## config.mk

```make
export PLATFORM = sky130hd
export DESIGN_NAME = vga_reader
export DESIGN_NICKNAME = d
export VERILOG_FILES = /design/src/rtl/vga_pkg.sv /design/src/rtl/vga_timing.sv /design/src/rtl/vga_reader.sv
export SDC_FILE = /design/constraint.sdc
export NUM_CORES = 1
export LEC_CHECK = 0
export CORE_MARGIN = 2
export CORE_UTILIZATION = 44
export CTS_CLUSTER_DIAMETER = 120
export CTS_CLUSTER_SIZE = 16
export DETAILED_ROUTE_END_ITERATION = 8
export PLACE_DENSITY = 0.68
export SLEW_MARGIN = 20
export SYNTH_ARGS = -nofsm -noshare
export SYNTH_HDL_FRONTEND = slang
export SYNTH_SLANG_ARGS = --single-unit
```

## constraint.sdc

```tcl
create_clock -name clk24 -period 3.3 [get_ports clk24]
set_input_delay 0.33 -clock clk24 [delete_from_list [all_inputs] [get_ports clk24]]
set_output_delay 0.33 -clock clk24 [all_outputs]
set_load 0.01 [all_outputs]
```

## src/rtl/vga_pkg.sv

```systemverilog
// Shared VGA timing defaults and the control word carried down the display pipe.
package vga_pkg;
  // 640x480@60 defaults
  localparam int H_VISIBLE = 640;
  localparam int H_FRONT   = 16;
  localparam int H_SYNC    = 96;
  localparam int H_BACK    = 48;
  localparam int V_VISIBLE = 480;
  localparam int V_FRONT   = 10;
  localparam int V_SYNC    = 2;
  localparam int V_BACK    = 33;

  localparam int hMaxCount = H_VISIBLE + H_FRONT + H_SYNC + H_BACK;  // 800
  localparam int vMaxCount = V_VISIBLE + V_FRONT + V_SYNC + V_BACK;  // 525

  // Counter width is sized for the default 800x525 raster.
  localparam int CNT_W  = 10;
  localparam int ADDR_W = 19;

  typedef struct packed {
    logic hs;      // active-low
    logic vs;      // active-low
    logic de;
    logic fs;
    logic border;
  } vga_ctl_t;

  // Blanked, sync inactive: the value every delay stage holds after reset.
  localparam vga_ctl_t CTL_IDLE = '{hs: 1'b1, vs: 1'b1, de: 1'b0, fs: 1'b0, border: 1'b0};
endpackage

```

## src/rtl/vga_timing.sv

```systemverilog
// Raster counters and stage-0 decode of visible/sync/border/frame-start.
module vga_timing
  import vga_pkg::*;
#(
  parameter int width  = H_VISIBLE,
  parameter int height = V_VISIBLE,
  parameter int hFront = H_FRONT,
  parameter int hSync  = H_SYNC,
  parameter int hBack  = H_BACK,
  parameter int vFront = V_FRONT,
  parameter int vSync  = V_SYNC,
  parameter int vBack  = V_BACK
) (
  input  logic             clk_i,
  input  logic             rst_i,
  output logic [CNT_W-1:0] hor_o,
  output logic [CNT_W-1:0] ver_o,
  output vga_ctl_t         ctl_o
);
  localparam int HMAX = width + hFront + hSync + hBack;
  localparam int VMAX = height + vFront + vSync + vBack;

  localparam logic [CNT_W-1:0] H_LAST   = CNT_W'(HMAX - 1);
  localparam logic [CNT_W-1:0] V_LAST   = CNT_W'(VMAX - 1);
  localparam logic [CNT_W-1:0] H_VIS    = CNT_W'(width);
  localparam logic [CNT_W-1:0] V_VIS    = CNT_W'(height);
  localparam logic [CNT_W-1:0] H_EDGE   = CNT_W'(width - 1);
  localparam logic [CNT_W-1:0] V_EDGE   = CNT_W'(height - 1);
  localparam logic [CNT_W-1:0] HS_START = CNT_W'(width + hFront);
  localparam logic [CNT_W-1:0] HS_END   = CNT_W'(width + hFront + hSync - 1);
  localparam logic [CNT_W-1:0] VS_START = CNT_W'(height + vFront);
  localparam logic [CNT_W-1:0] VS_END   = CNT_W'(height + vFront + vSync - 1);

  logic [CNT_W-1:0] hor_q, hor_d, ver_q, ver_d;

  // Next raster position: ver steps only on the hor wrap, both wrap together at the last pixel.
  always_comb begin
    hor_d = hor_q + CNT_W'(1);
    ver_d = ver_q;
    if (hor_q == H_LAST) begin
      hor_d = '0;
      ver_d = (ver_q == V_LAST) ? '0 : ver_q + CNT_W'(1);
    end
  end

  // Counter registers, restart at (0,0) on reset.
  always_ff @(posedge clk_i) begin
    if (rst_i) begin
      hor_q <= '0;
      ver_q <= '0;
    end else begin
      hor_q <= hor_d;
      ver_q <= ver_d;
    end
  end

  // Stage-0 decode of the current position.
  always_comb begin
    ctl_o.hs     = !((hor_q >= HS_START) && (hor_q <= HS_END));
    ctl_o.vs     = !((ver_q >= VS_START) && (ver_q <= VS_END));
    ctl_o.de     = (hor_q < H_VIS) && (ver_q < V_VIS);
    ctl_o.fs     = (hor_q == '0) && (ver_q == '0);
    ctl_o.border = (hor_q == '0) || (hor_q == H_EDGE) || (ver_q == '0) || (ver_q == V_EDGE);
  end

  assign hor_o = hor_q;
  assign ver_o = ver_q;
endmodule

```

## src/rtl/vga_reader.sv

```systemverilog
// Frame-buffer reader: address generation, overlay latch, 2-stage control delay, output mux.
module vga_reader
  import vga_pkg::*;
#(
  parameter int width  = H_VISIBLE,
  parameter int height = V_VISIBLE,
  parameter int hFront = H_FRONT,
  parameter int hSync  = H_SYNC,
  parameter int hBack  = H_BACK,
  parameter int vFront = V_FRONT,
  parameter int vSync  = V_SYNC,
  parameter int vBack  = V_BACK
) (
  input  logic              clk24,
  input  logic              rst,
  output logic [ADDR_W-1:0] addr_mem1,
  input  logic [3:0]        din,
  input  logic              pattern_en,
  output logic [3:0]        vga_r,
  output logic [3:0]        vga_g,
  output logic [3:0]        vga_b,
  output logic              vga_hs,
  output logic              vga_vs,
  output logic              de,
  output logic              frame_start
);
  logic [CNT_W-1:0]  hor, ver;
  vga_ctl_t          ctl0;
  vga_ctl_t          ctl1_q, ctl2_q;
  logic [ADDR_W-1:0] addr_q, addr_d;
  logic              pattern_q;
  logic [3:0]        pix;

  vga_timing #(
    .width(width), .height(height),
    .hFront(hFront), .hSync(hSync), .hBack(hBack),
    .vFront(vFront), .vSync(vSync), .vBack(vBack)
  ) u_timing (
    .clk_i(clk24),
    .rst_i(rst),
    .hor_o(hor),
    .ver_o(ver),
    .ctl_o(ctl0)
  );

  // Linear frame-buffer address for visible pixels, parked at 0 in blanking.
  always_comb begin
    addr_d = '0;
    if (ctl0.de) addr_d = ADDR_W'(hor) + ADDR_W'(ver) * ADDR_W'(width);
  end

  // Stage 1 (address/ctl) and stage 2 (ctl, aligned with din); overlay request latched once per frame.
  always_ff @(posedge clk24) begin
    if (rst) begin
      addr_q    <= '0;
      ctl1_q    <= CTL_IDLE;
      ctl2_q    <= CTL_IDLE;
      pattern_q <= 1'b0;
    end else begin
      addr_q <= addr_d;
      ctl1_q <= ctl0;
      ctl2_q <= ctl1_q;
      if (ctl0.fs) pattern_q <= pattern_en;
    end
  end

  // din is already the registered memory output, so the colour mux sits on stage-2 registers.
  always_comb begin
    pix = (pattern_q && ctl2_q.border) ? 4'hF : din;
    if (!ctl2_q.de) pix = 4'h0;
  end

  assign addr_mem1   = addr_q;
  assign vga_r       = pix;
  assign vga_g       = pix;
  assign vga_b       = pix;
  assign vga_hs      = ctl2_q.hs;
  assign vga_vs      = ctl2_q.vs;
  assign de          = ctl2_q.de;
  assign frame_start = ctl2_q.fs;
endmodule

```

# [Word-level counts from Yosys, hierarchy flattened]
# Index checks and enable logic that the tools add are counted.
[word_totals] reg_bits=50 latchBits=0 memories=0 out_inout_bits=35 mem_bits_rw=0 rom_bits=0
[op_classes] n_lt_le_gt_ge=6 n_div=0 shifts=0 mux=3 bitwise_logic=1 add_sub_neg=3 reduce_logical=14 mul=1 eq_ne=4
[op_table] op="10-bit equality test, second input constant" n=3
[op_table] op="10-bit by 1-bit adder with 10-bit output, second input constant" n=2
[op_table] op="10-bit zero test" n=2
[op_table] op="10-bit by 19-bit adder with 19-bit output" n=1
[op_table] op="10-bit by 3-bit multiplier with 12-bit output, second input constant" n=1
[op_table] op="10-bit by 9-bit equality test with 1-bit output, second input constant" n=1
[op_table] op="10-bit >= comparator, second input constant" n=1
[op_table] op="10-bit by 9-bit >= comparator with 1-bit output, second input constant" n=1
[op_table] op="10-bit less-or-equal comparator, second input constant" n=1
[op_table] op="10-bit by 9-bit less-or-equal comparator with 1-bit output, second input constant" n=1
[op_table] op="10-bit less-than comparator, second input constant" n=1
[op_table] op="10-bit by 9-bit less-than comparator with 1-bit output, second input constant" n=1
[op_table] op="10-bit two-way mux" n=1
[op_table] op="4-bit two-way mux" n=2
[op_table] op="1-bit logical AND" n=5
[op_table] op="2-bit OR reduction" n=2
[op_table] op="1-bit logical OR" n=3
[op_table] op="1-bit zero test" n=2
[op_table] op="1-bit inverter" n=1

# [Longest topological paths before layout]
# Gate-level depths: netlist (run 1).
[logic_depth] word_depth=4 ltp_mapped=9

# [Hierarchy]
# From an unflattened synthesis (run 1), not the netlist that was laid out.
[unflattened] cells_unflattened=292 hier_area_um2=2672.6
[modules_own_cells] module="vga_reader" seq_area_each_um2=600.6 n_inst=1 cells_per_inst=159 area_each_um2=1602.8
[modules_own_cells] module="vga_timing" seq_area_each_um2=400.4 n_inst=1 cells_per_inst=133 area_each_um2=1069.8

# [Worst setup path before layout (run 1)]
# Ideal clock, no wire load.
[synth_path] path_kind="register to register" startpoint="register u_timing.ver_q[1], in the netlist u_timing.ver_o[1]" endpoint="register addr_q[18], in the netlist addr_mem1[18]" synth_period_minus_slack_ns=2.818 t_required_ns=3.241 path_slack_ns=0.482 setup_ns=0.059 arrival_ns=2.759 stages_incl_launch_ff=10 n_path_buf=0 cell_sequence="dfxtp_1 > ha_1 > ha_1 > fa_1 > a211oi_1 > nor2_1 > xor2_1 > nand4_2 > or4_1 > nand2_1"
[synth_between] elab_chain_cells=4
[synth_lines] element="from (decl)" line_no="vga_timing.sv:34" text="logic [CNT_W-1:0] hor_q, hor_d, ver_q, ver_d;"
[synth_lines] element="from (signal assigned)" line_no="vga_timing.sv:53" text="ver_q <= ver_d;"
[synth_lines] element="parallel branches: the longest is 4 deep, another holds 10-bit by 19-bit adder with 19-bit output"
[synth_lines] element="to (signal assigned)" line_no="vga_reader.sv:60" text="addr_q <= addr_d;"
[synth_lines] element="to (decl)" line_no="vga_reader.sv:30" text="logic [ADDR_W-1:0] addr_q, addr_d;"
# Several ways; the timed one is not identified.
# A chain may end at the register's enable or synchronous reset.

# [Final worst setup path (run 1)]
[layout_path] startpoint="register u_timing.ver_q[3], in the netlist u_timing.ver_o[3]" endpoint="register addr_q[18], in the netlist addr_mem1[18]"
# The elaborated chain is that of the path after synthesis.

==> reports/summary.txt, run 1 <==
Initial drt markers - 107
Post-route minimum period - 2980 ps
Period utilization - 90.3%
Worst-path clk slew - 100 ps
Port buffer count - 41
Final setup viols - 0
Cell Rows - 28
Die height - 81.3 µm
HP Class - reg2reg
Switching pwr - 0.252 mW
Number of max-cap violations - 0
Largest net degree at the start of global routing - 19
EDFF count, synth - 0
Initial Util - 44.9%
Crit-path cells - ha_1 > ha_1 > fa_1 > xor2_1 > nand2_1 > nor3_1 > nand4_2 > or4_1 > nand2_1
First-pass GRT wire length - 8470 µm
Sequential share of power - 58.5%
Clock share of power - 35.1%
Area Overhead vs Synth - 20.2%
Clk Latency, worst-skew pair - 300 ps
Postcts setup bufs - 0
Congestion Overflow GR - 0
Clock sink count - 50
Mapped Cells - 295
Cell Area, Synth - 2630 µm²
Crit path launch type - flop
Total negative slack - 0 ps
Drt drc - 0
Crit path largest cell delay - 530 ps
PwrDens - 335 nW/µm²
Share of async-settable or async-resettable flops after synthesis - 0%
Clk root buf - clkbuf_8
Maximum VDD drop - 0.199 mV
CTS resizes - 0
Clock buffer count from CTS - 5
Routed WL - 4980 µm
Combinational group share of total power - 6.3%
Final instance count without filler cells - 405
# hold bufs at CTS - 0
Mean Syn Cell Area - 8.91 µm²
# nets final - 361
Antenna Nets Post-Route - 0
Die width - 81.3 µm
GRT Overall Usage - 16.1%
CTS tree - done
Number of global-route vias before repair - 1837
Tightest Pin Transition - 582 ps
Required time of the critical path - 3550 ps
Static Leak - 1.26 nW
Die Area - 6610 µm²
Initial antenna violation count - 0
Cell variety after synth - 41
Most frequent cells in the layout - dfxtp_1 (50), clkdlybuf4s50_1 (41), nor2_1 (39), ha_1 (23), xor2_1 (14)
Final setup skew - 8.68 ps
Setup CP Type - reg2reg
Unrepaired setup endpoints after global routing - false
Pins over their slew limit - 0
CP arrival - 3230 ps
Vias/cell - 5.20
Synth warnings - 0
Commonest non-fill, non-tap cell in the layout - dfxtp_1
Net Sw Frac - 23.8%
Worst-path fanout max - 9
CP Capture Type - flop
Layout cells sized above 1 - 4.85%
I/O pin cnt - 42
Placed cell count - 397
HPWL Detailed - 3830 µm
Int Power - 0.807 mW
Mapped Nets - 327
Share of the yosys chip area belonging to registers - 38.1%
Clock Tree Buf Depth - 2
Max-slew headroom - 61.1%
Run status - complete, no violations
Final hold violation count - 0
Max Clk Rate - 0.336 GHz
Routed vias - 2105
Top_reg_cell synth - dfxtp_1
Drt pass-1 iters - 4
Slowest CP cell - or4_1
H-tree depth - 2
Final Wtd Congestion - 0.879
Yosys reg bits - 50
Ant. Diodes - 0
Core area - 5850 µm²
Routed len/inst - 12.3 µm
synthesized netlist by cell type, drive strengths merged (9+ instances only):
master	number	share of area, %
clkbuf	9	1.3
dfxtp	50	38
ha	23	11
inv	12	1.7
nand2	12	1.7
nand3	11	2.1
nor2	39	5.6
nor2b	11	2.6
nor3	11	2.1
xor2	14	4.7
metrics by stage:
| step | utilization (%) | hold WS (ps) | worst slack (ps) | cell area [µm²] | power [mW] |
|---|---|---|---|---|---|
| finish | 54.0 | 416 | 321 | 3160 | 1.06 |
| global route | 54.0 | 445 | 107 | 3160 | 1.11 |
| CTS | 54.0 | 420 | 311 | 3160 | 1.08 |
| detailed placement | 52.3 | 398 | 364 | 3060 | 0.702 |
| global placement | 52.3 | 395 | 422 | 3060 | 0.701 |
| floorplan | - | 389 | 482 | 2630 | 0.671 |
area by class of cell:
| class | count | area [µm²] |
|---|---|---|
| Clock inverter | 3 | 28.8 |
| Fill cell | 520 | 2690 |
| Timing Repair Buffer | 44 | 433 |
| Clock buffer | 5 | 68.8 |
| Inverter | 12 | 45.0 |
| Sequential cell | 50 | 1000 |
| Multi-Input combinational cell | 216 | 1490 |
| Tap cell | 75 | 93.8 |
registers in the layout (all words and copies together) (netlist names):
signal and flops:
frame_start 1, addr_mem1 19, u_timing.hor_o 10, u_timing.ver_o 10, vga_vs 1, ctl2_q 1, vga_hs 1, ctl1_q 5
de 1, pattern_q 1
routing by layer:
| metal | track usage (%) | share of wire (%) | routed length (µm) |
|---|---|---|---|
| met1 | 22.3 | 48 | 2410 |
| met2 | 25.7 | 45 | 2260 |
| met3 | 2.89 | 5.2 | 258 |
| met4 | 4.58 | 1.1 | 56 |
| met5 | 0 | 0 | 0 |
cells by family (layout without fill, tap and decap cells):
| kind of cell | count (synthesis) | in the layout | synth area share [%] |
|---|---|---|---|
| multiplexers | 2 | 2 | 0.762 |
| XOR/XNOR | 22 | 22 | 7.33 |
| flip-flops | 50 | 50 | 38.1 |
| adder cells (fa/ha/maj) | 25 | 25 | 12.5 |
| AND/OR/NAND/NOR | 128 | 128 | 25.8 |
| AO/OA/AOI/OAI | 39 | 39 | 10.3 |
| buffers and inverters | 29 | 64 | 5.28 |
worst max-delay path, delay by kind of cell, from the launching register on:
family                     cells  cell delay, ps
adders and majority gates      3             940
DFF                            1             510
and+or+nand+nor                5            1250
xor gates and xnor gates       1             220
power by group through the flow:
stage | clock [mW] | sequential, mW | combinational [mW]
6_report | 0.372 | 0.620 | 0.0669
5_1_grt | 0.412 | 0.622 | 0.0745
4_1_cts | 0.390 | 0.620 | 0.0682
3_5_place_dp | 0 | 0.634 | 0.0675
3_3_place_gp | 0 | 0.634 | 0.0668
2_1_floorplan | 0 | 0.635 | 0.0360
worst paths after layout:
kind	from	endpoint	slack, ps	depth (start not counted)
max	u_timing.ver_o[3]	addr_mem1[18]	320	9
min	ctl1_q[3]	vga_vs	420	1
max reg2reg	u_timing.ver_o[3]	addr_mem1[18]	320	9
min reg2reg	ctl1_q[3]	vga_vs	420	1
Note: power is estimated with default switching activity, not from simulation.
==> run 2: changes to the inputs <==
- RECOVER_POWER: default -> 25
==> run 2 against run 1 <==
Sequential power about the same. Register-to-register slack barely moved. Maximum frequency is 0.17% higher. Non-clock buffer count unchanged. Clock power barely moved. Clock-buffer cell count unchanged. Total power decreased by 0.17%. Via count is essentially flat.
==> reports/summary.txt, run 2 (synthesized netlist as in run 1, its figures left out) <==
Post-route minimum period - 2970 ps
Routed WL - 4970 µm
Setup WS pre-CTS - 364 ps
CP arrival - 3220 ps
Slowest CP cell - or4_1
Initial drt markers - 107
Drt drc - 0
Area Overhead vs Synth - 20.0%
Met2 usage - 25.7%
Largest net degree at the start of global routing - 19
Final setup viols - 0
CP bufs+invs - 0
First-pass GRT wire length - 8470 µm
# hold bufs at CTS - 0
CTS tree - done
Cell Rows - 28
CTS resizes - 0
Sequential share of power - 58.6%
Initial antenna violation count - 0
Final WS setup - 326 ps
Final hold violation count - 0
Drt pass-1 iters - 4
Max FFs per register - 19
Postcts setup bufs - 0
Core area - 5850 µm²
GRT Overall Usage - 16.1%
Max-slew headroom - 52.7%
Period utilization - 90.1%
HPWL Detailed - 3830 µm
Initial Util - 44.9%
Ant. Diodes - 0
Die Area - 6610 µm²
Clock sink count - 50
Combinational group share of total power - 6.2%
Crit-path cells - ha_1 > ha_1 > fa_1 > xor2_1 > nand2_1 > nor3_1 > nand4_2 > or4_1 > nand2_1
Die height - 81.3 µm
Commonest non-fill, non-tap cell in the layout - dfxtp_1
I/O pin cnt - 42
Number of max-cap violations - 0
Total negative slack - 0 ps
HP Class - reg2reg
Die width - 81.3 µm
H-tree depth - 2
Pins over their slew limit - 0
Required time of the critical path - 3550 ps
Routed vias - 2104
Antenna Nets Post-Route - 0
Net Sw Frac - 23.8%
Maximum VDD drop - 0.199 mV
Crit path launch type - flop
Worst-path fanout max - 9
Run status - complete, no violations
Unrepaired setup endpoints after global routing - false
Setup CP Type - reg2reg
Clock buffer count from CTS - 5
Cell class contributing the biggest share of worst-path delay - simple AND/OR/NAND/NOR gates
Number of global-route vias before repair - 1837
# nets final - 361
Layer with the highest usage - met2
Met1 GRT Util - 22.3%
Clk Latency, worst-skew pair - 300 ps
Fillers - 520
Final Wtd Congestion - 0.879
Clock share of power - 35.2%
Int Power - 0.806 mW
PwrDens - 335 nW/µm²
Layout cells sized above 1 - 4.55%
Vias/cell - 5.20
Final Power - 1.06 mW
Most frequent cells in the layout - dfxtp_1 (50), nor2_1 (39), clkdlybuf4s50_1 (31), ha_1 (23), xor2_1 (14)
Crit path largest cell delay - 530 ps
Met3 Track Usage GR - 2.89%
Max Clk Rate - 0.336 GHz
Clk root buf - clkbuf_8
Port buffer count - 41
Final setup skew - 8.21 ps
Congestion Overflow GR - 0
Worst-path clk slew - 100 ps
Routed len/inst - 12.3 µm
CP Capture Type - flop
Tightest Pin Transition - 709 ps
Static Leak - 1.28 nW
Clock Tree Buf Depth - 2
Switching pwr - 0.252 mW
[run 2: metrics by stage]
stage / hold slack, ps / util [%] / cell area [µm²] / std cells
6_report: 416 / 53.9 / 3160 / 405
5_1_grt: 445 / 53.9 / 3160 / 405
4_1_cts: 420 / 54.0 / 3160 / 405
3_5_place_dp: 398 / 52.3 / 3060 / 397
3_3_place_gp: 395 / 52.3 / 3060 / 397
2_1_floorplan: 389 / - / 2630 / 295
[run 2: worst paths after layout]
path	startpoint	end	slack [ps]	cells past startpoint
min	ctl1_q[3]	vga_vs	420	1
max reg2reg	u_timing.ver_o[3]	addr_mem1[18]	330	9
min reg2reg	ctl1_q[3]	vga_vs	420	1
max	u_timing.ver_o[3]	addr_mem1[18]	330	9
[run 2: layout make-up]
class	count	area (µm²)	share of cell area [%]
well taps	75	93.8	2.97
flip-flops and latches	50	1000	31.7
repair buffers	44	429	13.6
inverters	12	45.0	1.43
clock inverters	3	28.8	0.912
clock buffers	5	68.8	2.18
multi-input cells	216	1490	47.2
[run 2: layer usage]
| layer | vias up | part of all wire, % |
|---|---|---|
| li1 | 1085 | - |
| met1 | 952 | 48 |
| met2 | 61 | 45 |
| met3 | 6 | 5.4 |
| met4 | 0 | 1.1 |
| met5 | - | 0 |
[run 2: power by group through the flow]
| stage | Clock (mW) | Combinational, mW | Sequential [mW] |
|---|---|---|---|
| 2_1_floorplan | 0 | 0.0360 | 0.635 |
| 3_3_place_gp | 0 | 0.0668 | 0.634 |
| 3_5_place_dp | 0 | 0.0675 | 0.634 |
| 4_1_cts | 0.390 | 0.0682 | 0.620 |
| 5_1_grt | 0.412 | 0.0732 | 0.622 |
| 6_report | 0.372 | 0.0655 | 0.620 |
==> run 3: changes to the inputs <==
- CORE_MARGIN: 2 -> 8
- CTS_CLUSTER_SIZE: 16 -> 12
==> run 3 against run 2 <==
Register-to-register slack worse by 30 ps. Largest cell class unchanged. Clock skew is 1.7 ps lower. Clock-buffer cell count stayed put. Sequential cell count stayed put. Global-route usage is 3.6 points lower.
==> reports/summary.txt, run 3 (synthesized netlist as in run 1, its figures left out) <==
Antenna Nets Post-Route - 0
Most frequent cells in the layout - dfxtp_1 (50), nor2_1 (39), clkdlybuf4s50_1 (30), ha_1 (23), xor2_1 (14)
Total negative slack - 0 ps
# nets final - 361
Number of max-cap violations - 0
H-tree depth - 2
Number of global-route vias before repair - 1891
Slack of the worst reg-to-reg path - 300 ps
Endpoint of the worst hold path - vga_vs
Worst-path clk slew - 100 ps
HP Class - reg2reg
Final setup skew - 6.49 ps
Required time of the critical path - 3550 ps
Clock sink count - 50
Drt drc - 0
Hold_ws - 413 ps
Congestion Overflow GR - 0
CP Capture Type - flop
Layout cells sized above 1 - 4.55%
Initial drt markers - 132
Hold_sp - ctl1_q[3]
Routed len/inst - 13.3 µm
First-pass GRT wire length - 9030 µm
Static Leak - 1.30 nW
Initial Util - 44.9%
R2r startpoint - u_timing.ver_o[3]
Setup CP Type - reg2reg
CTS resizes - 0
Die height - 93.3 µm
Clock buffer count from CTS - 5
Met1 Wirelength - 2560 µm
Setup WS pre-CTS - 345 ps
Clk Latency, worst-skew pair - 310 ps
Max Clk Rate - 0.333 GHz
Placed Area - 3060 µm²
Final instance count without filler cells - 405
Die width - 93.3 µm
Worst-path fanout max - 9
Combinational group share of total power - 5.8%
Port buffer count - 41
Max FFs per register - 19
Period utilization - 90.9%
Final Cell Area - 3180 µm²
Hold Crit Depth - 1
Final Power - 1.13 mW
Drt pass-1 iters - 4
Switching pwr - 0.253 mW
Area Overhead vs Synth - 20.8%
Pins over their slew limit - 0
CP arrival - 3250 ps
Vias/cell - 5.12
CTS tree - done
Postcts setup bufs - 0
Final WS setup - 301 ps
Unrepaired setup endpoints after global routing - false
Placed cell count - 397
Max Used Layer - met4
Core Util, Final - 54.3%
Maximum VDD drop - 0.187 mV
Crit path launch type - flop
Core area - 5850 µm²
Net Sw Frac - 22.3%
Clk root buf - clkbuf_8
GRT Overall Usage - 12.6%
Met2 Wirelength - 2370 µm
Int Power - 0.880 mW
Worst reg2reg path depth - 9
HPWL Detailed - 4160 µm
Clock share of power - 39.4%
I/O pin cnt - 42
Reg2reg end - addr_mem1[18]
PwrDens - 357 nW/µm²
Final hold violation count - 0
Run status - complete, no violations
Cell Rows - 28
Commonest non-fill, non-tap cell in the layout - dfxtp_1
Clock Tree Buf Depth - 2
# hold bufs at CTS - 0
Routed vias - 2075
Sequential share of power - 54.8%
Final setup viols - 0
Initial antenna violation count - 0
Ant. Diodes - 0
Met3 WL - 429 µm
Die Area - 8700 µm²
Max-slew headroom - 61.3%
Post-route minimum period - 3000 ps
Routed WL - 5400 µm
Largest net degree at the start of global routing - 18
Final Wtd Congestion - 0.875
Tightest Pin Transition - 579 ps
-- run 3: worst max path at each step --
stage,from,to,slack [ps],depth (start not counted)
2_1_floorplan,u_timing.ver_o[1],addr_mem1[18],480,9
3_3_place_gp,u_timing.ver_o[3],addr_mem1[18],430,9
3_5_place_dp,u_timing.ver_o[3],addr_mem1[18],350,9
4_1_cts,u_timing.ver_o[3],addr_mem1[18],310,9
5_1_grt,u_timing.ver_o[3],addr_mem1[18],50,9
6_report,u_timing.ver_o[3],addr_mem1[18],300,9
-- run 3: worst max-delay path: stages (launching register included) --
cell,delay [ps]
dfxtp_1,520
ha_1,300
ha_1,230
fa_1,400
xor2_1,230
nand2_1,110
nor3_1,360
nand4_2,190
or4_1,530
nand2_1,70
-- run 3: per-layer routing --
layer | track usage, % | up-vias
li1 | - | 1088
met1 | 16.3 | 925
met2 | 19.6 | 58
met3 | 3.21 | 4
met4 | 4.56 | 0
met5 | 0 | -
-- run 3: power by group through the flow --
stage	clock network [mW]	registers, mW	logic [mW]
6_report	0.446	0.621	0.0661
3_5_place_dp	0	0.634	0.0682
4_1_cts	0.464	0.621	0.0685
3_3_place_gp	0	0.634	0.0678
5_1_grt	0.485	0.622	0.0730
2_1_floorplan	0	0.635	0.0360
-- run 3: layout make-up --
class / instances / area, µm²
clock buffer: 5 / 68.8
tap: 75 / 93.8
clock inverter: 3 / 48.8
inverter: 12 / 45.0
sequential: 50 / 1000
fill: 561 / 2680
timing repair buffer: 44 / 429
multi-input combinational: 216 / 1490
